**src/rtl/gold_code_generator.sv**
```systemverilog
// Parametrised Gold-code generator: two N-stage LFSRs, selectable G2 output taps, chip-enable
// pacing, start-phase seek, epoch marking and a next-chip phase readout.
module gold_code_generator #(
  parameter int unsigned       N        = 10,
  parameter logic [N-1:0]      G1_POLY  = 10'b1000000100,
  parameter logic [N-1:0]      G2_POLY  = 10'b1110100110,
  parameter logic [N-1:0]      INIT     = 10'b1111111111,
  parameter int unsigned       CODE_LEN = 1023,
  parameter int unsigned       PW       = 10
) (
  input  logic          i_clk,
  input  logic          i_rst_n,
  input  logic          i_cfg_valid,
  output logic          o_cfg_ready,
  input  logic [N-1:0]  i_cfg_taps,
  input  logic [PW-1:0] i_cfg_phase,
  output logic          o_cfg_err,
  input  logic          i_chip_en,
  output logic          o_chip,
  output logic          o_chip_valid,
  output logic          o_epoch,
  output logic [PW-1:0] o_phase,
  output logic          o_busy
);

  typedef enum logic [1:0] {StIdle, StSeek, StRun} state_t;

  localparam logic [PW-1:0] LAST_PHASE = PW'(CODE_LEN - 1);

  state_t        r_state, w_state_next;
  logic [N-1:0]  r_g1, w_g1_next;
  logic [N-1:0]  r_g2, w_g2_next;
  logic [N-1:0]  r_taps, w_taps_next;
  logic [PW-1:0] r_phase, w_phase_next;
  logic [PW-1:0] r_offset, w_offset_next;
  logic          r_chip, w_chip_next;
  logic          r_chip_valid, w_chip_valid_next;
  logic          r_epoch, w_epoch_next;
  logic          r_cfg_err, w_cfg_err_next;

  logic          w_cfg_ready;
  logic          w_cfg_acc;
  logic          w_bad_phase;
  logic [PW-1:0] w_offset;
  logic [PW-1:0] w_phase_inc;
  logic [N-1:0]  w_g1_adv;
  logic [N-1:0]  w_g2_adv;
  logic          w_code;

  // Bit k-1 holds stage k, so shifting toward the MSB moves stage k into k+1.
  assign w_g1_adv    = {r_g1[N-2:0], ^(r_g1 & G1_POLY)};
  assign w_g2_adv    = {r_g2[N-2:0], ^(r_g2 & G2_POLY)};
  assign w_code      = r_g1[N-1] ^ (^(r_g2 & r_taps));
  assign w_phase_inc = r_phase + PW'(1);

  assign w_cfg_ready = (r_state != StSeek);
  assign w_cfg_acc   = i_cfg_valid & w_cfg_ready;
  assign w_bad_phase = (32'(i_cfg_phase) >= CODE_LEN);
  assign w_offset    = w_bad_phase ? '0 : i_cfg_phase;

  always_comb begin
    w_state_next      = r_state;
    w_g1_next         = r_g1;
    w_g2_next         = r_g2;
    w_taps_next       = r_taps;
    w_phase_next      = r_phase;
    w_offset_next     = r_offset;
    w_chip_next       = r_chip;
    w_chip_valid_next = 1'b0;
    w_epoch_next      = 1'b0;
    w_cfg_err_next    = 1'b0;

    if (w_cfg_acc) begin
      // A config in the same cycle as chip_en wins; that chip is dropped.
      w_taps_next    = i_cfg_taps;
      w_g1_next      = INIT;
      w_g2_next      = INIT;
      w_phase_next   = '0;
      w_offset_next  = w_offset;
      w_cfg_err_next = w_bad_phase;
      w_state_next   = (w_offset == '0) ? StRun : StSeek;
    end else begin
      unique case (r_state)
        StSeek: begin
          w_g1_next    = w_g1_adv;
          w_g2_next    = w_g2_adv;
          w_phase_next = w_phase_inc;
          if (w_phase_inc == r_offset) w_state_next = StRun;
        end
        StRun: begin
          if (i_chip_en) begin
            w_chip_next       = w_code;
            w_chip_valid_next = 1'b1;
            w_epoch_next      = (r_phase == '0);
            // Forced wrap at CODE_LEN truncates longer LFSR periods.
            if (r_phase == LAST_PHASE) begin
              w_g1_next    = INIT;
              w_g2_next    = INIT;
              w_phase_next = '0;
            end else begin
              w_g1_next    = w_g1_adv;
              w_g2_next    = w_g2_adv;
              w_phase_next = w_phase_inc;
            end
          end
        end
        default: ;
      endcase
    end
  end

  always_ff @(posedge i_clk or negedge i_rst_n) begin
    if (!i_rst_n) begin
      r_state      <= StIdle;
      r_g1         <= INIT;
      r_g2         <= INIT;
      r_taps       <= '0;
      r_phase      <= '0;
      r_offset     <= '0;
      r_chip       <= 1'b0;
      r_chip_valid <= 1'b0;
      r_epoch      <= 1'b0;
      r_cfg_err    <= 1'b0;
    end else begin
      r_state      <= w_state_next;
      r_g1         <= w_g1_next;
      r_g2         <= w_g2_next;
      r_taps       <= w_taps_next;
      r_phase      <= w_phase_next;
      r_offset     <= w_offset_next;
      r_chip       <= w_chip_next;
      r_chip_valid <= w_chip_valid_next;
      r_epoch      <= w_epoch_next;
      r_cfg_err    <= w_cfg_err_next;
    end
  end

  assign o_cfg_ready  = w_cfg_ready;
  assign o_cfg_err    = r_cfg_err;
  assign o_chip       = r_chip;
  assign o_chip_valid = r_chip_valid;
  assign o_epoch      = r_epoch;
  assign o_phase      = r_phase;
  assign o_busy       = (r_state == StSeek);

endmodule

```
**config.mk**
```make
export PLATFORM = sky130hd
export DESIGN_NAME = gold_code_generator
export DESIGN_NICKNAME = d
export VERILOG_FILES = /design/src/rtl/gold_code_generator.sv
export SDC_FILE = /design/constraint.sdc
export NUM_CORES = 1
export LEC_CHECK = 0
export ABC_AREA = 1
export BUFFER_PORTS_ARGS = -buffer_cell sky130_fd_sc_hd__buf_2
export CAP_MARGIN = 30
export CORE_MARGIN = 10
export CORE_UTILIZATION = 60
export CTS_BUF_LIST = sky130_fd_sc_hd__clkbuf_4 sky130_fd_sc_hd__clkbuf_8
export CTS_CLUSTER_SIZE = 25
export DETAILED_ROUTE_END_ITERATION = 10
export PLACE_DENSITY_LB_ADDON = 0.1
export SYNTH_ARGS = -nofsm -noshare
export SYNTH_HDL_FRONTEND = slang
export SYNTH_SLANG_ARGS = --single-unit
export TNS_END_PERCENT = 1
```
**constraint.sdc**
```tcl
create_clock -name i_clk -period 3.15 [get_ports i_clk]
set_input_delay 0.4725 -clock i_clk [delete_from_list [all_inputs] [get_ports i_clk]]
set_output_delay 0.4725 -clock i_clk [all_outputs]
set_load 0.01 [all_outputs]
```
---- Word-level counts from Yosys, hierarchy flattened ----
Index checks and enable logic that the tools add are counted.
cells by class
  add/sub/neg operators ................... 1
  magnitude comparators ................... 1
  equal/unequal tests ..................... 6
  muxes and demuxes ....................... 24
  bitwise operators ....................... 4
  reduce and logical (&&, ||, !) cells .... 11
operators by type and width
  cell                   number
  $mux 10                10
  $pmux 10 s2            3
  $reduce_xor 10->1      3
  $logic_not 10->1       2
  $add 10x1->10 const B  1
  $and 10x10->10         1
  $eq 10x10->1           1
  $eq 10x10->1 const B   1
  $ge 10x10->1 const B   1
  $mux 2                 4
  $mux 1                 7
  $reduce_and 2->1       2
  $reduce_bool 2->1      2
  $ne 3x3->1 const B     1
  $reduce_and 3->1       1
  $reduce_bool 3->1      1
  $eq 2x1->1 const B     1
  $eq 2x2->1 const B     1
  $ne 2x1->1 const B     1
  $and 1x1->1            1
  $not 1->1              1
  $xor 1x1->1            1
storage, ports and cells
  register bits ........................... 56
  input bits .............................. 24
  output and inout bits ................... 16
  logic and storage cells ................. 57

---- Longest topological paths before layout ----
  depth in word-level cells ............... 5
  depth in mapped cells ................... 13
  mapped depth without buffers ............ 13

---- Least setup slack after synthesis ----
Ideal clock, no wire load.
  kind .................................... reg2reg
  start ................................... reg r_phase[0] (netlist: o_phase[0])
  end ..................................... reg r_state[1]
  library setup time ...................... 116 ps
  arrival time ............................ 1565 ps
  data required time ...................... 3034 ps
  setup slack ............................. 1469 ps
  stages on the path, launching flop included .. 13
  path buffers ............................ 0
  period minus slack after synthesis ...... 1681 ps
  cell sequence ........................... dfrtp_1 > inv_1 > ha_1 > inv_1 > nor2_1 > nor2_1 > nand3_1 > nor2_1 > nand3_1 > nor2_1 > nand3_2 > nand3_1 > nand2_1
between the ends
  cells in the longest elaborated chain, start to end .. 4
RTL lines
  what                         RTL line  RTL
  from (decl)                  34        logic [PW-1:0] r_phase, w_phase_next;
  from (signal assigned)       129       r_phase <= w_phase_next;
  $add 10x1->10                54        assign w_phase_inc = r_phase + PW'(1);
  $eq 10x10->1                 88        if (w_phase_inc == r_offset) w_state_next = StRun;
  $reduce_bool 2->1 (no line)  n/a
  $reduce_and 2->1 (no line)   n/a
  to (signal assigned)         114       r_state <= StIdle;
  to (signal assigned)         125       r_state <= w_state_next;
  to (decl)                    30        state_t r_state, w_state_next;
Every way passes these cells.
A chain may end at the register's enable or synchronous reset.

---- Final worst setup path ----
Same ends and word-level chain as after synthesis.

==> impl_results.md <==
- Total GRT Usage: 16.4%
- Run status: finished, final reports clean
- Sink Count: 56
- Fillers: 415
- Dpl cells: 467
- Largest net degree at the start of global routing: 27
- Final Max Tran Viols: 0
- Area Overhead vs Synth: 12.2%
- Avg Cell Area, Syn: 8.05 um^2
- Max_slew headroom: 63.1%
- Share of layout cells above drive strength 1: 21.8%
- Core area: 4750 um^2
- Fin crit share: 61.7%
- Worst hold slack: 98.4 ps
- Final setup violation count: 0
- WP data arrival: 2150 ps
- CTS resizes: 0
- Antenna violations before repair: 0
- Critical Path Source Type: register
- Clock tree buffer depth: 2
- Post-synth top flop: dfrtp_1
- Number of CTS-inserted buffers: 5
- Final core occ: 69.7%
- R2R setup slack: 1210 ps
- Number of synthesized flops with an enable pin: 0
- Top Ports: 40
- Multi-input logic area: 1280 um^2
- Buffer count from post-CTS setup fixing: 0
- Crit path max fanout: 6
- First-pass GRT wire length: 11200 um
- Routed Antenna Nets: 0
- Routed vias: 2518
- Placer Congestion: 0.941
- Worst hold path type: input port to async pin
- Async set-reset flop share out of synthesis: 100%
- Most frequent cells in the layout: nand2_1, inv_1, nand3_1
- Pwr per Cell Area: 823 nW/um^2
- Input/output buffers: 39
- Post-synth top area share: 30.5%
- Storage element area: 1430 um^2
- Root buffer cell: clkbuf_8
- Worst-Margin Slew: 552 ps
- Fin crit period: 1940 ps
- Die Footprint: 8130 um^2
- Final WL: 6640 um
- Setup clock skew after layout: 12.3 ps
- Clock Pin Slew Worst Setup and Hold Paths: 100 ps
- Critical Path RT: 3360 ps
- CP startpoint: o_phase[0]
- N_diodes: 0
- Most common cell after layout, fill and taps aside: nand2_1
- Worst skew pair latency: 320 ps
- Routed length per instance: 14.0 um
- Final nets: 434
- Final instance area: 3310 um^2
- Final hold vios: 0
- Fin cells: 475
- Mapped Cells: 367
- Worst R2R Start: o_phase[0]
- Worst VDD drop: 485 uV
- WS Path Type: register to register
- Synth area leader: dfrtp_1
- DIE HEIGHT: 90.2 um
- Placed instance area: 3220 um^2
- DRC Markers: 0
- CTS tree: yes
- Largest cells by area after synthesis: dfrtp_1, dfstp_2, nand2_1, nand3_1, inv_1
- YS warnings: 0
- Distinct cells, synth: 28
- Hold_buf cts: 0
- Static Leakage: 1.62 nW
- FP Rows: 25
- Vias/cell: 5.30
- RSZ-0062 raised after global routing: false
- First-pass DRT Iterations: 4
- Vias in the first global route: 2327
- Top achievable clock speed: 515 MHz
- Setup TNS: 0 ps
- CP endpoint kind: register
- Seq cells post-synth: 56
- Mapped Area: 2950 um^2
- Post-DP HPWL: 4900 um
- Max-capacitance violation count: 0
- Congestion Overflow GR: 0
- Post-synthesis sequential area ratio: 48.3%
- Die Wd: 90.2 um
- Net Count, Synth: 394
- Starting density of the core: 62.1%
- H-tree levels: 2
- DRT iter0 DRCs: 182
[worst max-delay path, stage by stage (launching register included)]
cell and delay (ps):
dfrtp_1 450, inv_1 220, ha_1 270, inv_1 100, nor2_1 50, nor2_1 110
nand3_1 80, nor2_1 100, nand3_1 80, nor2_1 110, nand3_2 110, nand3_1 80
nand2_1 60
[synth_stat cells (2+ instances only)]
cell,n
dfstp_2,20
xnor2_1,9
nand2_1,107
clkbuf_1,4
inv_1,50
o21ai_0,21
o22ai_1,22
nand3b_1,2
nor2_1,11
ha_1,3
xor2_1,4
dfrtp_1,36
buf_2,5
nor2_4,3
nand2_2,3
nor2_2,5
nand3_2,2
nand4_1,6
nand3_1,45
[worst paths after layout]
kind                                    to  cells past startpoint
min in group i_clk               r_taps[6]                      3
worst min register to register   r_taps[0]                      2
max in group asynchronous          r_g2[7]                      3
worst min-delay path             r_taps[4]                      1
worst max-delay path            r_state[1]                     12
worst max register to register  r_state[1]                     12
[report_power, final]
part           leakage (nW)  internal, mW  switching (mW)
sequential            0.671         0.975           0.186
clock                0.0491         0.168           0.242
combinational         0.897         0.435           0.721
[per-stage QoR]
step / total power, mW / setup slack [ps]
finish: 2.73 / 1210
global route: 2.95 / 946
CTS: 2.74 / 1190
detailed placement: 2.31 / 1250
global placement: 2.26 / 1290
floorplan: 2.00 / 1470
[layout make-up]
class                           instances  area share (%)
Clock buffer                            6            2.30
Clock inverter                          2           0.453
Inverter                               51            5.78
Multi-Input combinational cell        249            38.5
Sequential cell                        56            43.0
Tap cell                               67            2.53
Timing Repair Buffer                   44            7.40
[cell families after synthesis]
kind of cell    Yosys count  synth area share (%)
flops                    56                  48.3
compound gates           44                  8.77
simple gates            189                  29.3
xor+xnor                 13                  3.86
buf+inv                  62                  8.47
fa+ha+maj                 3                  1.27
[metal layers]
metal,vias to the layer above,share of wire (%),global-route usage [%]
li1,1270,-,-
met1,1149,50,24.2
met2,90,41,22.6
met3,9,7.5,4.82
met4,0,1.3,4.38
met5,-,0,0
[state kept, by name (all words and copies together), names as in the netlist]
| name | flops |
|---|---|
| o_phase | 10 |
| r_g1 | 10 |
| r_offset | 10 |
| r_taps | 10 |
| r_state | 2 |
| r_g2 | 10 |
| o_cfg_err | 1 |
| o_chip | 1 |
| o_chip_valid | 1 |
| o_epoch | 1 |
No activity file was read; power rests on OpenSTA's default activity.
